## src/rtl/snake_pkg.sv

```systemverilog
// snake_pkg: shared state encoding and saturation limits for the fruit scheduler.
package snake_pkg;
  localparam logic [2:0] ST_IDLE = 3'd0;
  localparam logic [2:0] ST_RUN = 3'd1;
  localparam logic [2:0] ST_HIDDEN = 3'd2;
  localparam logic [2:0] ST_PAUSED = 3'd3;
  localparam logic [2:0] ST_OVER = 3'd4;
  localparam logic [3:0] LEVEL_MAX = 4'd15;
  localparam logic [7:0] EAT_MAX = 8'd255;
  typedef enum logic [2:0] {
    S_IDLE = ST_IDLE,
    S_RUN = ST_RUN,
    S_HIDDEN = ST_HIDDEN,
    S_PAUSED = ST_PAUSED,
    S_OVER = ST_OVER
  } state_t;
endpackage

```

## src/rtl/tick_divider.sv

```systemverilog
// tick_divider: counts enabled clocks and pulses wrap on the last clock of each period.
module tick_divider #(
  parameter int DIV_W = 24
) (
  input  logic             clock,
  input  logic             reset,
  input  logic             enable,
  input  logic             clear,
  input  logic [DIV_W-1:0] period,
  output logic             wrap
);
  logic [DIV_W-1:0] cnt;
  // >= keeps the count bounded even if the period shrinks under a running count
  assign wrap = enable && (cnt >= period - 1'b1);
  always_ff @(posedge clock) begin
    if (reset || clear) cnt <= '0;
    else if (wrap) cnt <= '0;
    else if (enable) cnt <= cnt + 1'b1;
  end
endmodule

```

## src/rtl/fruit_move_scheduler.sv

```systemverilog
// fruit_move_scheduler: level-paced move_fruit strobe, post-eat hiding, eat/level tracking.
// Define FRUIT_SPEEDUP_EN to shorten the move period as the level rises.
module fruit_move_scheduler
  import snake_pkg::*;
#(
  parameter int DIV_W          = 24,
  parameter int BASE_DIV       = 2_500_000,
  parameter int MIN_DIV        = 500_000,
  parameter int STEP_DIV       = 250_000,
  parameter int EATS_PER_LEVEL = 4,
  parameter int RESPAWN_TICKS  = 8
) (
  input  logic       clock,
  input  logic       reset,
  input  logic       start,
  input  logic       pause,
  input  logic       game_over,
  input  logic       fruit_eaten,
  output logic       move_fruit,
  output logic       fruit_visible,
  output logic [3:0] level,
  output logic [7:0] eat_count,
  output logic [2:0] state
);
`ifdef FRUIT_SPEEDUP_EN
  localparam logic SPEEDUP = 1'b1;
`else
  localparam logic SPEEDUP = 1'b0;
`endif
  localparam int PW = DIV_W + 4;
  localparam logic [PW-1:0] BASE_P = PW'(BASE_DIV);
  localparam logic [PW-1:0] MIN_P = PW'(MIN_DIV);
  localparam logic [PW-1:0] STEP_P = PW'(STEP_DIV);
  state_t st;
  logic saved_hidden;
  logic [7:0] level_eats, hide_cnt;
  logic [PW-1:0] red, raw;
  logic [DIV_W-1:0] period;
  logic advance, eat, wrap;
  // widened arithmetic so a large level*step never wraps below the floor
  assign red = SPEEDUP ? PW'(level) * STEP_P : '0;
  assign raw = (red >= BASE_P) ? '0 : BASE_P - red;
  assign period = DIV_W'((raw < MIN_P) ? MIN_P : raw);
  assign advance = (st == S_RUN || st == S_HIDDEN) && !game_over && !pause;
  assign eat = advance && st == S_RUN && fruit_eaten;
  assign state = st;
  tick_divider #(.DIV_W(DIV_W)) u_div (
    .clock (clock),
    .reset (reset),
    .enable(advance),
    .clear (eat || st == S_IDLE),
    .period(period),
    .wrap  (wrap)
  );
  always_ff @(posedge clock) begin
    if (reset) begin
      st <= S_IDLE;
      move_fruit <= 1'b0;
      fruit_visible <= 1'b0;
      level <= '0;
      eat_count <= '0;
      level_eats <= '0;
      hide_cnt <= '0;
      saved_hidden <= 1'b0;
    end else begin
      move_fruit <= 1'b0;
      if (game_over && st != S_IDLE) begin
        st <= S_OVER;
        fruit_visible <= 1'b0;
      end else begin
        case (st)
          S_IDLE: if (start) begin
            st <= S_RUN;
            fruit_visible <= 1'b1;
          end
          S_RUN, S_HIDDEN: if (pause) begin
            st <= S_PAUSED;
            saved_hidden <= st == S_HIDDEN;
          end else if (eat) begin
            eat_count <= (eat_count == EAT_MAX) ? eat_count : eat_count + 1'b1;
            level_eats <= (level_eats == 8'(EATS_PER_LEVEL - 1)) ? '0 : level_eats + 1'b1;
            if (level_eats == 8'(EATS_PER_LEVEL - 1) && level != LEVEL_MAX) level <= level + 1'b1;
            st <= S_HIDDEN;
            fruit_visible <= 1'b0;
            hide_cnt <= '0;
          end else if (wrap) begin
            if (st == S_RUN) move_fruit <= 1'b1;
            else if (hide_cnt == 8'(RESPAWN_TICKS - 1)) begin
              st <= S_RUN;
              fruit_visible <= 1'b1;
              hide_cnt <= '0;
            end else hide_cnt <= hide_cnt + 1'b1;
          end
          S_PAUSED: if (!pause) st <= saved_hidden ? S_HIDDEN : S_RUN;
          S_OVER: st <= S_OVER;
          default: st <= S_IDLE;
        endcase
      end
    end
  end
endmodule

```

## config.mk

```make
export PLATFORM = sky130hd
export DESIGN_NAME = fruit_move_scheduler
export DESIGN_NICKNAME = d
export VERILOG_FILES = /design/src/rtl/snake_pkg.sv /design/src/rtl/tick_divider.sv /design/src/rtl/fruit_move_scheduler.sv
export SDC_FILE = /design/constraint.sdc
export NUM_CORES = 1
export LEC_CHECK = 0
export BUFFER_PORTS_ARGS = -buffer_cell sky130_fd_sc_hd__buf_4
export CORE_UTILIZATION = 40
export CTS_BUF_LIST = sky130_fd_sc_hd__clkbuf_8
export CTS_CLUSTER_DIAMETER = 200
export DETAILED_ROUTE_END_ITERATION = 7
export PLACE_DENSITY = 0.67
export SLEW_MARGIN = 0
export SYNTH_ARGS = -nofsm -noshare
export SYNTH_HDL_FRONTEND = slang
export SYNTH_HIERARCHICAL = 1
export SYNTH_SLANG_ARGS = --single-unit
```

## constraint.sdc

```tcl
create_clock -name clock -period 9.25 [get_ports clock]
set_clock_uncertainty 0.1 [all_clocks]
set_input_delay 1.3875 -clock clock [delete_from_list [all_inputs] [get_ports clock]]
set_output_delay 1.3875 -clock clock [all_outputs]
set_load 0.005 [all_outputs]
```

# After elaboration in Yosys (flattened, before gate mapping)
# Cells that the tools add are included.
[totals] regBits=58 out_inout_bits=17
[classes] addsub=5 mux=23 n_eq_ne=23 magnitude_cmp=1 n_bitwise=5 reduce_logical=28
[ops] op="two-way mux 8 bit" n=5
[ops] op="AND reduction 5 bit" n=5
[ops] op="adder 24 x 1 -> 24 bit, second input constant" n=1
[ops] op="adder 8 x 1 -> 8 bit, second input constant" n=3
[ops] op="greater-or-equal comparator 24 x 22 -> 1 bit, second input constant" n=1
[ops] op="two-way mux 3 bit" n=8
[ops] op="!= test 4 bit, second input constant" n=3
[ops] op="case mux 3 bit (4 select lines)" n=1
[ops] op="!= test 5 bit, second input constant" n=2
[ops] op="!= test 3 bit, second input constant" n=3
[ops] op="equality test 8 x 2 -> 1 bit, second input constant" n=1
[ops] op="equality test 8 x 3 -> 1 bit, second input constant" n=1
[ops] op="equality test 8 bit, second input constant" n=1
[ops] op="!= test 2 bit, second input constant" n=4
[ops] op="logical AND 1 bit" n=7
[ops] op="two-way mux 1 bit" n=7
[ops] op="equality test 3 x 2 -> 1 bit, second input constant" n=2
[ops] op="!= test 3 x 2 -> 1 bit, second input constant" n=2
[ops] op="AND reduction 6 bit" n=1
[ops] op="OR reduction 2 bit" n=3
[ops] op="OR reduction 6 bit" n=1
[ops] op="!= test 5 x 4 -> 1 bit, second input constant" n=1
[ops] op="inverter 1 bit" n=5
[ops] op="adder 4 x 1 -> 4 bit, second input constant" n=1
[ops] op="other kinds (12)" n=16

# Longest topological paths before layout
# Gate-level depths: netlist of run 1.
[depth] word_depth=10 ltp_mapped=19 mapped_depth_nobuf=17

# Hierarchy
# The synthesis of run 1 kept the hierarchy.
[by_module_without_submodules] mod="tick_divider" area_each_um2=2006.9 cells_each=247 seq_area_each_um2=480.5 n_inst=1
[by_module_without_submodules] mod="fruit_move_scheduler" area_each_um2=1793.0 cells_each=204 seq_area_each_um2=680.7 n_inst=1

# Worst setup path before layout of run 1
# No wires, ideal clock.
[synth_timing] path_kind="input to register" startpoint="input pause" endpoint="register st[0], in the netlist state[0]" stages=9 path_slack_ns=5.772 t_arrival_ns=3.262 required_ns=9.034 cell_sequence="buf_2 > nor3_4 > nor2b_1 > clkbuf_1 > a21boi_0 > nand2b_1 > a21oi_1 > or4_1 > o211a_1"
[synth_rtl] element="start, declared" line_no="fruit_move_scheduler.sv:16" rtl="input logic pause,"
[synth_rtl] element="logical NOT 1 bit"
[synth_rtl] element="logical AND 1 bit" line_no="fruit_move_scheduler.sv:44" rtl="assign advance = (st == S_RUN || st == S_HIDDEN) && !game_over && !pause;"
[synth_rtl] element="via advance" line_no="fruit_move_scheduler.sv:39" rtl="logic advance, eat, wrap;"
[synth_rtl] element="logical AND 1 bit" line_no="tick_divider.sv:14" rtl="assign wrap = enable && (cnt >= period - 1'b1);"
[synth_rtl] element="via wrap" line_no="fruit_move_scheduler.sv:39"
[synth_rtl] element="!= test 4 x 3 -> 1 bit (no line)"
[synth_rtl] element="AND reduction 5 bit (no line)"
[synth_rtl] element="end signal, assigned" line_no="fruit_move_scheduler.sv:94" rtl="S_PAUSED: if (!pause) st <= saved_hidden ? S_HIDDEN : S_RUN;"
[synth_rtl] element="end, declared" line_no="fruit_move_scheduler.sv:34" rtl="state_t st;"
# The timed path passes the listed nets, and every way through them passes these cells.
# A chain may end at the register's enable or synchronous reset.

# Worst setup path in the final report of run 1
[layout_timing] startpoint="input game_over" endpoint="register u_div.cnt[23]"
[layout_via] elab_chain_len=8
[layout_rtl] element="start, declared" line_no="fruit_move_scheduler.sv:17" rtl="input logic game_over,"
[layout_rtl] element="logical NOT 1 bit *" line_no="fruit_move_scheduler.sv:44"
[layout_rtl] element="logical AND 1 bit * (2 in a row)" line_no="fruit_move_scheduler.sv:44"
[layout_rtl] element="via advance" line_no="fruit_move_scheduler.sv:39"
[layout_rtl] element="logical AND 1 bit (2 in a row)" line_no="fruit_move_scheduler.sv:45" rtl="assign eat = advance && st == S_RUN && fruit_eaten;"
[layout_rtl] element="logical OR 1 bit" line_no="fruit_move_scheduler.sv:51" rtl=".clear (eat || st == S_IDLE),"
[layout_rtl] element="logical OR 1 bit" line_no="tick_divider.sv:16" rtl="if (reset || clear) cnt <= '0;"
[layout_rtl] element="OR reduction 2 bit (no line)"
[layout_rtl] element="end signal, assigned" line_no="tick_divider.sv:18" rtl="else if (enable) cnt <= cnt + 1'b1;"
[layout_rtl] element="end, declared" line_no="tick_divider.sv:12" rtl="logic [DIV_W-1:0] cnt;"
# The timed path passes the listed nets; every way through them passes the cells marked *.

==> metrics list, run 1 <==
- The run finished with clean final reports.
* Internal power: 0.5235 mW
* FMAX: 279.6 MHz
* Crit path max-delay family: simple AND/OR/NAND/NOR gates
- Xor/xnor cell area share of the yosys netlist: 14.75%
* Number of CTS-inserted buffers: 9
* Netlist area before placement: 0.003800 sq mm
* Maximum vdd drop: 0.1181 mV
* Kind of start point of the critical path: input pin
* Portion of netlist area occupied by mux cells: 1.613%
- The routed design could run at a clock period as short as 3.577 ns.
- Wirelength, routed: 7227 um
- Number of buffers added on ports: 22
* Floorplan die width: 99.47 um
- After detailed routing, the number of remaining DRC violations is 0.
* Flip-flop and latch count after synthesis: 58
- Number of DRC markers after the initial detailed-route iteration: 125
- Once detail routing completed, the nets flagged for antenna violations numbered 0.
- Cells along the critical path: buf_4 > nor3_4 > nor2b_1 > and4_1 > nand4_1 > or4_1 > xor2_1 > nor2_1
- Clock latency on the worst-skew pair, taken at its later pin, is 0.34 ns.
- After synthesis, the mean cell area works out to 8.425 sq um.
* Resized Gates After CTS: 0
* Number of standard-cell rows in the floorplan: 35
* Simple-gate share of the synthesized area: 30.52%
* Number of clock sinks seen by CTS: 58
* Most area-hungry cell type in the Yosys netlist: dfxtp_1
- Power per standard cell area: 156.6 mW/mm^2
* Instance count of the mapped netlist: 451
* First-pass GRT wire length: 13,070 um
- Among all stages on the critical path, the largest delay is contributed by or4_1.
- In the post-synthesis netlist, the biggest area contributors are dfxtp_1, ha_1, xnor2_1.
- Data arrives at the worst endpoint at 3.70 ns.
- Fraction of layout instances using a drive strength above 1: 9.743%
- GRT Resource Usage Total: 16.00%
* Number of global-route vias before repair: 3,072
* H-tree depth reported by CTS: 3
- Most used cells in the layout excluding fill and tap cells: conb_1, nor2_1, dfxtp_1, xnor2_1, nand2_1
- The number of buffers and inverters on the critical path is 1.
* Cell variety after synth: 58
* Area of the placeable core: 0.009240 sq mm
* Largest family of logic cells by synthesized area: simple AND/OR/NAND/NOR gates
- In this run the cell area measured after placement is 0.004314 sq mm.
- Entering global routing, the biggest net connects 23 pins.
- Leaving out fill and tap cells, the most frequent cell in the layout is conb_1.
* Max FO, Critical Path: 12
* Drt wl/cell: 10.74 um
* Final Slew Violations: 0
* Remaining global-route overflow: 0
* Vias post-DR: 3,248
- The wire-length estimate of the detail-placed layout is 5493 um.
- ANT cells: 0
- Crit-path max cell delay: 0.57 ns
* Count of flip-flops with a built-in enable after synthesis: 0
- Clock network fraction of design power: 43.8%
- For this run, global-route usage on met2 was measured as 28.21%.
- Sw power: 0.1937 mW
- Clock tree from TritonCTS: yes
- Most Used Layer, Global Route: met2
- Switching share of total power: 27.01%
- Compound-Gate Fraction of Synth Area: 9.714%
- For this run, the number of Yosys warnings is 6.
* Sequential power share: 38.9%
- Die Height: 99.47 um
- Counting the fill cells in the layout gives 911.
- STA puts the critical path data required time at 9.37 ns.
- The initial utilization of the core area, before any placement, comes to 41.12%.
* Gpl congestion: 0.8060
- Post-CTS timing repair inserted 0 buffers for setup.
- Fraction of registers with async set/reset: 0%
- 23 I/O pins were placed.
- Fin crit share: 38.67%
- The tool flagged a number of max-cap violations equal to 0.
- Summed over all cells, the static leakage comes to 1.872 nW.
* Kind of path behind the tightest hold check: reg2reg
- In the routed layout, each cell is associated on average with a via count of 4.826.
- Setup violations remaining at the end of the flow were counted as 0.
- Setup repair after global routing missed its margin: no
* Post-Route Setup TNS: 0 ns
- Area grow syn2layout: 20.55%
- Clock-pin slew reported for the worst setup and hold paths after clock tree synthesis: 0.07 ns
- Global routing consumed, on the met1 layer, 19.13% of the routing resources.
* Most used DFF post-synth: dfxtp_1
* First-pass iteration count of the detailed router: 4
* Portion of synthesized cell area occupied by the leading cell type: 30.56%
* Post-synthesis adder-cell area fraction: 9.878%
* Final Hold Fails: 0
- Hold repair after CTS inserted 0 buffers.
* Seq/Total Area, Yosys: 30.56%
* Clk buf depth: 2
- The tree is rooted in a clkbuf_8.
- Initial antenna violation count: 0
- Fin nets: 575
* Final instance area: 0.004581 sq mm
- Portion of total power attributed to combinational logic: 17.3%
- For this run, global-route usage on met3 was measured as 3.654%.
* Endpoint kind of the worst setup timing path: register
- Headroom to the max-slew limit: 54.33%
- Slew at the pin with the worst max-slew slack: 0.6851 ns
- Die Area: 0.009893 sq mm
- Crit Path Class: in2reg
through the flow:
step                      utilization [%]  setup WS (ns)  cells  hold slack, ns  total power [mW]
after CTS                           49.57          5.685    673          0.4006            0.7233
after global routing                49.57          5.422    673          0.4370            0.7525
after global placement              46.69          5.407    657          0.3772            0.4055
after detailed placement            46.69          5.316    657          0.3909            0.4073
after floorplan                         -          5.772    520          0.3688            0.3790
final                               49.57          5.673    673          0.3925            0.7172
worst paths after layout:
path	slack (ns)	startpoint	cells after the start	end
max	5.67	game_over	8	u_div/cnt[23]$_SDFFE_PP0P_
min reg2reg	0.39	eat_count[6]$_SDFFE_PP0P_	2	eat_count[6]$_SDFFE_PP0P_
min	0.39	eat_count[6]$_SDFFE_PP0P_	2	eat_count[6]$_SDFFE_PP0P_
max reg2reg	5.87	u_div/cnt[22]$_SDFFE_PP0P_	10	state[0]$_SDFFE_PP0P_
Yosys cell counts, types with 6 or more instances:
| master | n |
|---|---|
| inv_1 | 7 |
| dfxtp_1 | 58 |
| nor4_1 | 6 |
| a21oi_1 | 24 |
| clkbuf_1 | 7 |
| nand3_1 | 12 |
| and4_1 | 8 |
| and3_1 | 13 |
| xor2_1 | 30 |
| nand2b_1 | 7 |
| xnor2_1 | 34 |
| and2_1 | 6 |
| o21ai_0 | 6 |
| ha_1 | 30 |
| nor2_1 | 68 |
| nand2_1 | 31 |
| nor3_1 | 15 |
| nand4_1 | 13 |
| nor2b_1 | 7 |
per-layer routing:
layer  vias to the layer above  share of wire, %
met4                         0               1.0
met5                         -                 0
met1                      1499                48
met3                         7               2.7
li1                       1707                 -
met2                        35                48
worst min-delay path, stage by stage (launching register included):
cell,delay [ns]
dfxtp_1,0.33
o41ai_1,0.06
a21oi_1,0.05
flip-flops by register name, summed over array words and instances (netlist names):
| register | cells |
|---|---|
| u_div/cnt | 24 |
| eat_count | 8 |
| fruit_visible | 1 |
| hide_cnt | 8 |
| level_eats | 8 |
| state | 3 |
| saved_hidden | 1 |
| move_fruit | 1 |
| level | 4 |
power by group through the flow:
stage	Clock, mW	Combinational, mW	Sequential (mW)
after floorplan	0	0.106	0.273
after global placement	0	0.121	0.285
after detailed placement	0	0.123	0.284
after CTS	0.320	0.124	0.279
after global routing	0.331	0.140	0.282
final	0.314	0.124	0.279
cell families after synthesis:
| kind of cell | Yosys count |
|---|---|
| DFF | 58 |
| and+or+nand+nor | 212 |
| buffers and inverters | 22 |
| AOI/OAI and AO/OA | 57 |
| muxes | 6 |
| xor gates and xnor gates | 64 |
| other | 2 |
| adders and majority gates | 30 |
final cells by class:
| cell class | instances | area (sq um) | share of cell area [%] |
|---|---|---|---|
| Timing Repair Buffer | 23 | 172.7 | 3.769 |
| Tap cell | 129 | 161.4 | 3.524 |
| Multi-Input combinational cell | 440 | 2793 | 60.97 |
| Clock buffer | 10 | 137.6 | 3.005 |
| Sequential cell | 58 | 1161 | 25.35 |
| Clock inverter | 6 | 128.9 | 2.813 |
| Inverter | 7 | 26.28 | 0.5736 |
No activity file was read; power rests on OpenSTA's default activity.
==> run 2: changes to the inputs <==
- ABC_AREA: default -> 1
- clock period: 9.25 -> 3.5 ns (I/O delays scaled with it)
==> metrics list, run 2 <==
- The flow ran to the end, and the final reports show no timing, DRC or antenna violations.
- The path class of the tightest hold or removal check is in2reg.
* Simple-gate share of the synthesized area: 36.72% (+6.2 points)
- Dividing the final minimum period by the clock period gives 76.17%.
- The number of endpoints failing setup at the final stage is 0 (unchanged).
* Slew at the pin with the worst max-slew slack: 0.6903 ns (+0.005163 ns)
* Wirelength, routed: 8617 um (+19%)
* Clock-pin slew reported for the worst setup and hold paths after clock tree synthesis: 0.07 ns (about the same)
- Area grow syn2layout: 17.14%
- The weighted congestion at the end of routability-driven global placement was 0.8424 (+4.5%).
* Worst skew pair latency: 0.34 ns (about the same)
- Most used DFF post-synth: dfxtp_1
* Starting density of the core: 41.16% (about the same)
- The net count of the finished layout came to 774 (+35%).
* Cell variety after synth: 40 (-31%)
* Endpoint kind of the worst setup timing path: register
* Count of cells along the worst register-to-register path: 11 (+1)
- The number of max-slew violations in the final report came to 0 (unchanged).
- Post-route ant nets: 0 (unchanged)
* Average footprint of a synthesized cell: 6.557 sq um (-22%)
* Remaining global-route overflow: 0 (unchanged)
- ANT cells: 0 (unchanged)
- The width of the chip is 105.1 um (+5.6%).
- Compound-Gate Fraction of Synth Area: 7.951% (-1.8 points)
- FILL cells: 1,057 (+16%)
- The number of antenna violations at the first check in global routing came to 0 (unchanged).
- Most used cells in the layout excluding fill and tap cells: nand2_1, nor2_1, inv_1, conb_1, dfxtp_1
- Worst R2R Start: state[0]$_SDFFE_PP0P_
- The critical path arrival came to 2.83 ns (-0.87 ns).
* Max FO, Critical Path: 12 (unchanged)
* Static Leakage: 2.344 nW (+25%)
- Via-to-Cell Ratio: 4.522 (-6.3%)
- The total die area is 0.01104 sq mm (+12%).
* Number of CTS-inserted buffers: 9 (unchanged)
- The critical path starts at state[0]$_SDFFE_PP0P_.
- The xor and xnor fraction of the mapped netlist area came to 9.276% (-5.5 points).
- The number of failing hold endpoints at the final stage is 0 (unchanged).
- Kind of start point of the critical path: register
- Hold buffer count at cts: 0 (unchanged)
* Cell with the most instances after synthesis: nand2_1
* Resized Gates After CTS: 0 (unchanged)
- Instance count of the mapped netlist: 648 (+44%)
* Number of buffers inserted by post-CTS setup repair: 0 (unchanged)
- Largest net degree at the start of global routing: 25 (+8.7%)
- The standard cell core area is 0.01032 sq mm (+12%).
* Most area-hungry cell type in the Yosys netlist: dfxtp_1
- Met3 wire len: 229 um (+16%)
* H-tree depth reported by CTS: 3 (unchanged)
- Number of buffers added on ports: 22 (unchanged)
- Number of standard-cell rows in the floorplan: 37 (+5.7%)
* Max layer used: met4
- Switching share of total power: 33.33% (+6.3 points)
- Count of flip-flops with a built-in enable after synthesis: 0 (unchanged)
* Total power consumption of the routed design: 1.799 mW (+150%)
- The average wire length per cell after detail routing came to 9.803 um (-8.7%).
* Crit Path Class: reg2reg
- The number of flip-flops in the largest register came to 24 (unchanged).
- Post-Route Setup TNS: 0 ns (unchanged)
* Fraction of registers with async set/reset: 0% (unchanged)
- Endpoint of the lowest-slack register-to-register path: hide_cnt[0]$_SDFFE_PP0P_
* Flip-flop and latch count after synthesis: 58 (unchanged)
* Portion of synthesized cell area occupied by the leading cell type: 27.33% (-3.2 points)
- The tree is rooted in a clkbuf_8.
- Residual DRC: 0 (unchanged)
* Sequential power share: 39.9% (+1.0 points)
- Fraction of layout instances using a drive strength above 1: 9.960% (+0.22 points)
* Clk buf depth: 2 (unchanged)
- By area, the combinational part of the netlist is dominated by simple AND/OR/NAND/NOR gates.
- The number of warning messages in the yosys log was 6 (unchanged).
* Power per standard cell area: 361.5 mW/mm^2 (+130%)
- First-pass GRT wire length: 15,630 um (+20%)
* Number of clock sinks seen by CTS: 58 (unchanged)
- IO Pins: 23 (unchanged)
- Detailed placement HPWL: 6745 um (+23%)
- The worst supply voltage drop on vdd was 0.3055 mV (+160%).
* Seq/Total Area, Yosys: 27.33% (-3.2 points)
* GRT Resource Usage Total: 17.06% (+1.1 points)
* Top cells by area, synth: dfxtp_1, nand2_1, nor2_1
- The mux contribution to synthesized area is 0.2356% (-1.4 points).
* Final Instance Count excl. Fillers: 879 (+31%)
- Commonest non-fill, non-tap cell in the layout: nand2_1
- Post-synthesis adder-cell area fraction: 8.834% (-1.0 points)
* Worst setup path endpoint: hide_cnt[0]$_SDFFE_PP0P_
- The slack of the worst reg-to-reg path is 0.83 ns (-5.04 ns).
- The number of global-route vias before repair was 3,650 (+19%).
- Ranked by flip-flop count, first place goes to u_div/cnt.
- Setup repair after global routing left no endpoint under its margin.
- The total iterations of the first detailed-routing run was 5 (+1).
* Post-route minimum period: 2.666 ns
- TritonCTS built the clock tree.
- Vias post-DR: 3,975 (+22%)
* Routed met2 length: 4024 um (+16%)
- Ranked by instance count, the synthesized netlist is headed by nand2_1, nor2_1, inv_1, dfxtp_1, a21oi_1.
- Timing would allow up to 375.1 MHz.
- The combinational share of power was 25.1% (+7.8 points).
- Headroom to the max-slew limit: 53.67% (-0.65 points)
- The count of routing violations after the opening detailed-route iteration is 136 (+8.8%).
* Internal power: 1.200 mW (+130%)
* Clock network fraction of design power: 35.0% (-8.8 points)
- Die Height: 105.1 um (+5.6%)
- Wl on met1: 4236 um (+22%)
* Sw power: 0.5996 mW (+210%)
- Placed instance count: 863 (+31%)
- Reported max-cap violation count: 0 (unchanged)
- The required time of the critical path was 3.66 ns (-5.71 ns).
* Netlist area before placement: 0.004249 sq mm (+12%)
run 2: cell types whose count changed in the layout (fill, tap and decap cells not counted), moves of 13 or more:
cell | previous run | this run
nand2_1 | 31 | 135
and3_1 | 13 | 0
nor2_1 | 68 | 119
inv_1 | 8 | 81
nand3_1 | 12 | 32
xnor2_1 | 34 | 20
run 2: how the worst min path moves through the flow:
stage	from	to	slack, ns	cells past startpoint
detailed placement	fruit_visible$_SDFFE_PP0P_	fruit_visible$_SDFFE_PP0P_	0.37	2
CTS	fruit_eaten	move_fruit$_SDFF_PP0_	0.27	2
finish	fruit_eaten	move_fruit$_SDFF_PP0_	0.29	2
global placement	fruit_visible$_SDFFE_PP0P_	fruit_visible$_SDFFE_PP0P_	0.36	2
floorplan	level_eats[0]$_SDFFE_PP0P_	level_eats[0]$_SDFFE_PP0P_	0.36	2
global route	fruit_eaten	move_fruit$_SDFF_PP0_	0.27	2
run 2: kinds of logic (layout without fill, tap and decap cells):
group,count (synthesis),count (layout)
XOR/XNOR,45,45
multiplexers,1,1
AND/OR/NAND/NOR,349,349
AO/OA/AOI/OAI,63,63
buffers and inverters,100,128
adder cells (fa/ha/maj),30,30
flip-flops,58,58
other,2,69
run 2: routing by layer:
layer  global-route usage [%]  vias to the layer above
li1                         -                     2161
met1                    21.72                     1762
met2                    29.14                       42
met3                    2.807                       10
met4                    5.734                        0
met5                        0                        -
run 2: metrics by stage:
stage	instance area, sq um	setup WS, ns	hold WS (ns)	util (%)
6_report	4977	0.8342	0.2919	48.21
5_1_grt	4977	0.5427	0.2741	48.21
4_1_cts	4977	0.8447	0.2749	48.21
3_5_place_dp	4772	0.8395	0.3658	46.22
3_3_place_gp	4772	0.9766	0.3637	46.22
2_1_floorplan	4501	1.483	0.3554	-
run 2: critical path, stage by stage (launching register included):
cell	delay (ns)
dfxtp_1	0.46
nand3_2	0.19
nand2_2	0.21
inv_1	0.06
nor2_1	0.46
nand2_1	0.19
inv_1	0.13
nand2_2	0.09
a21oi_4	0.18
nand2_2	0.17
or2_0	0.25
a21oi_1	0.12
run 2: final cells by class:
type	count	area (sq um)	area share, %
multi-input cells	557	2937	59.00
flip-flops and latches	58	1161	23.33
inverters	90	339.1	6.812
clock buffers	11	151.4	3.042
repair buffers	22	165.2	3.318
well taps	136	170.2	3.419
clock inverters	5	53.80	1.081
run 2: power groups by stage:
stage	sequential, mW	clock [mW]	combinational (mW)
floorplan	0.730	0	0.351
global placement	0.732	0	0.433
detailed placement	0.733	0	0.443
CTS	0.718	0.644	0.445
global route	0.723	0.671	0.520
finish	0.718	0.630	0.451
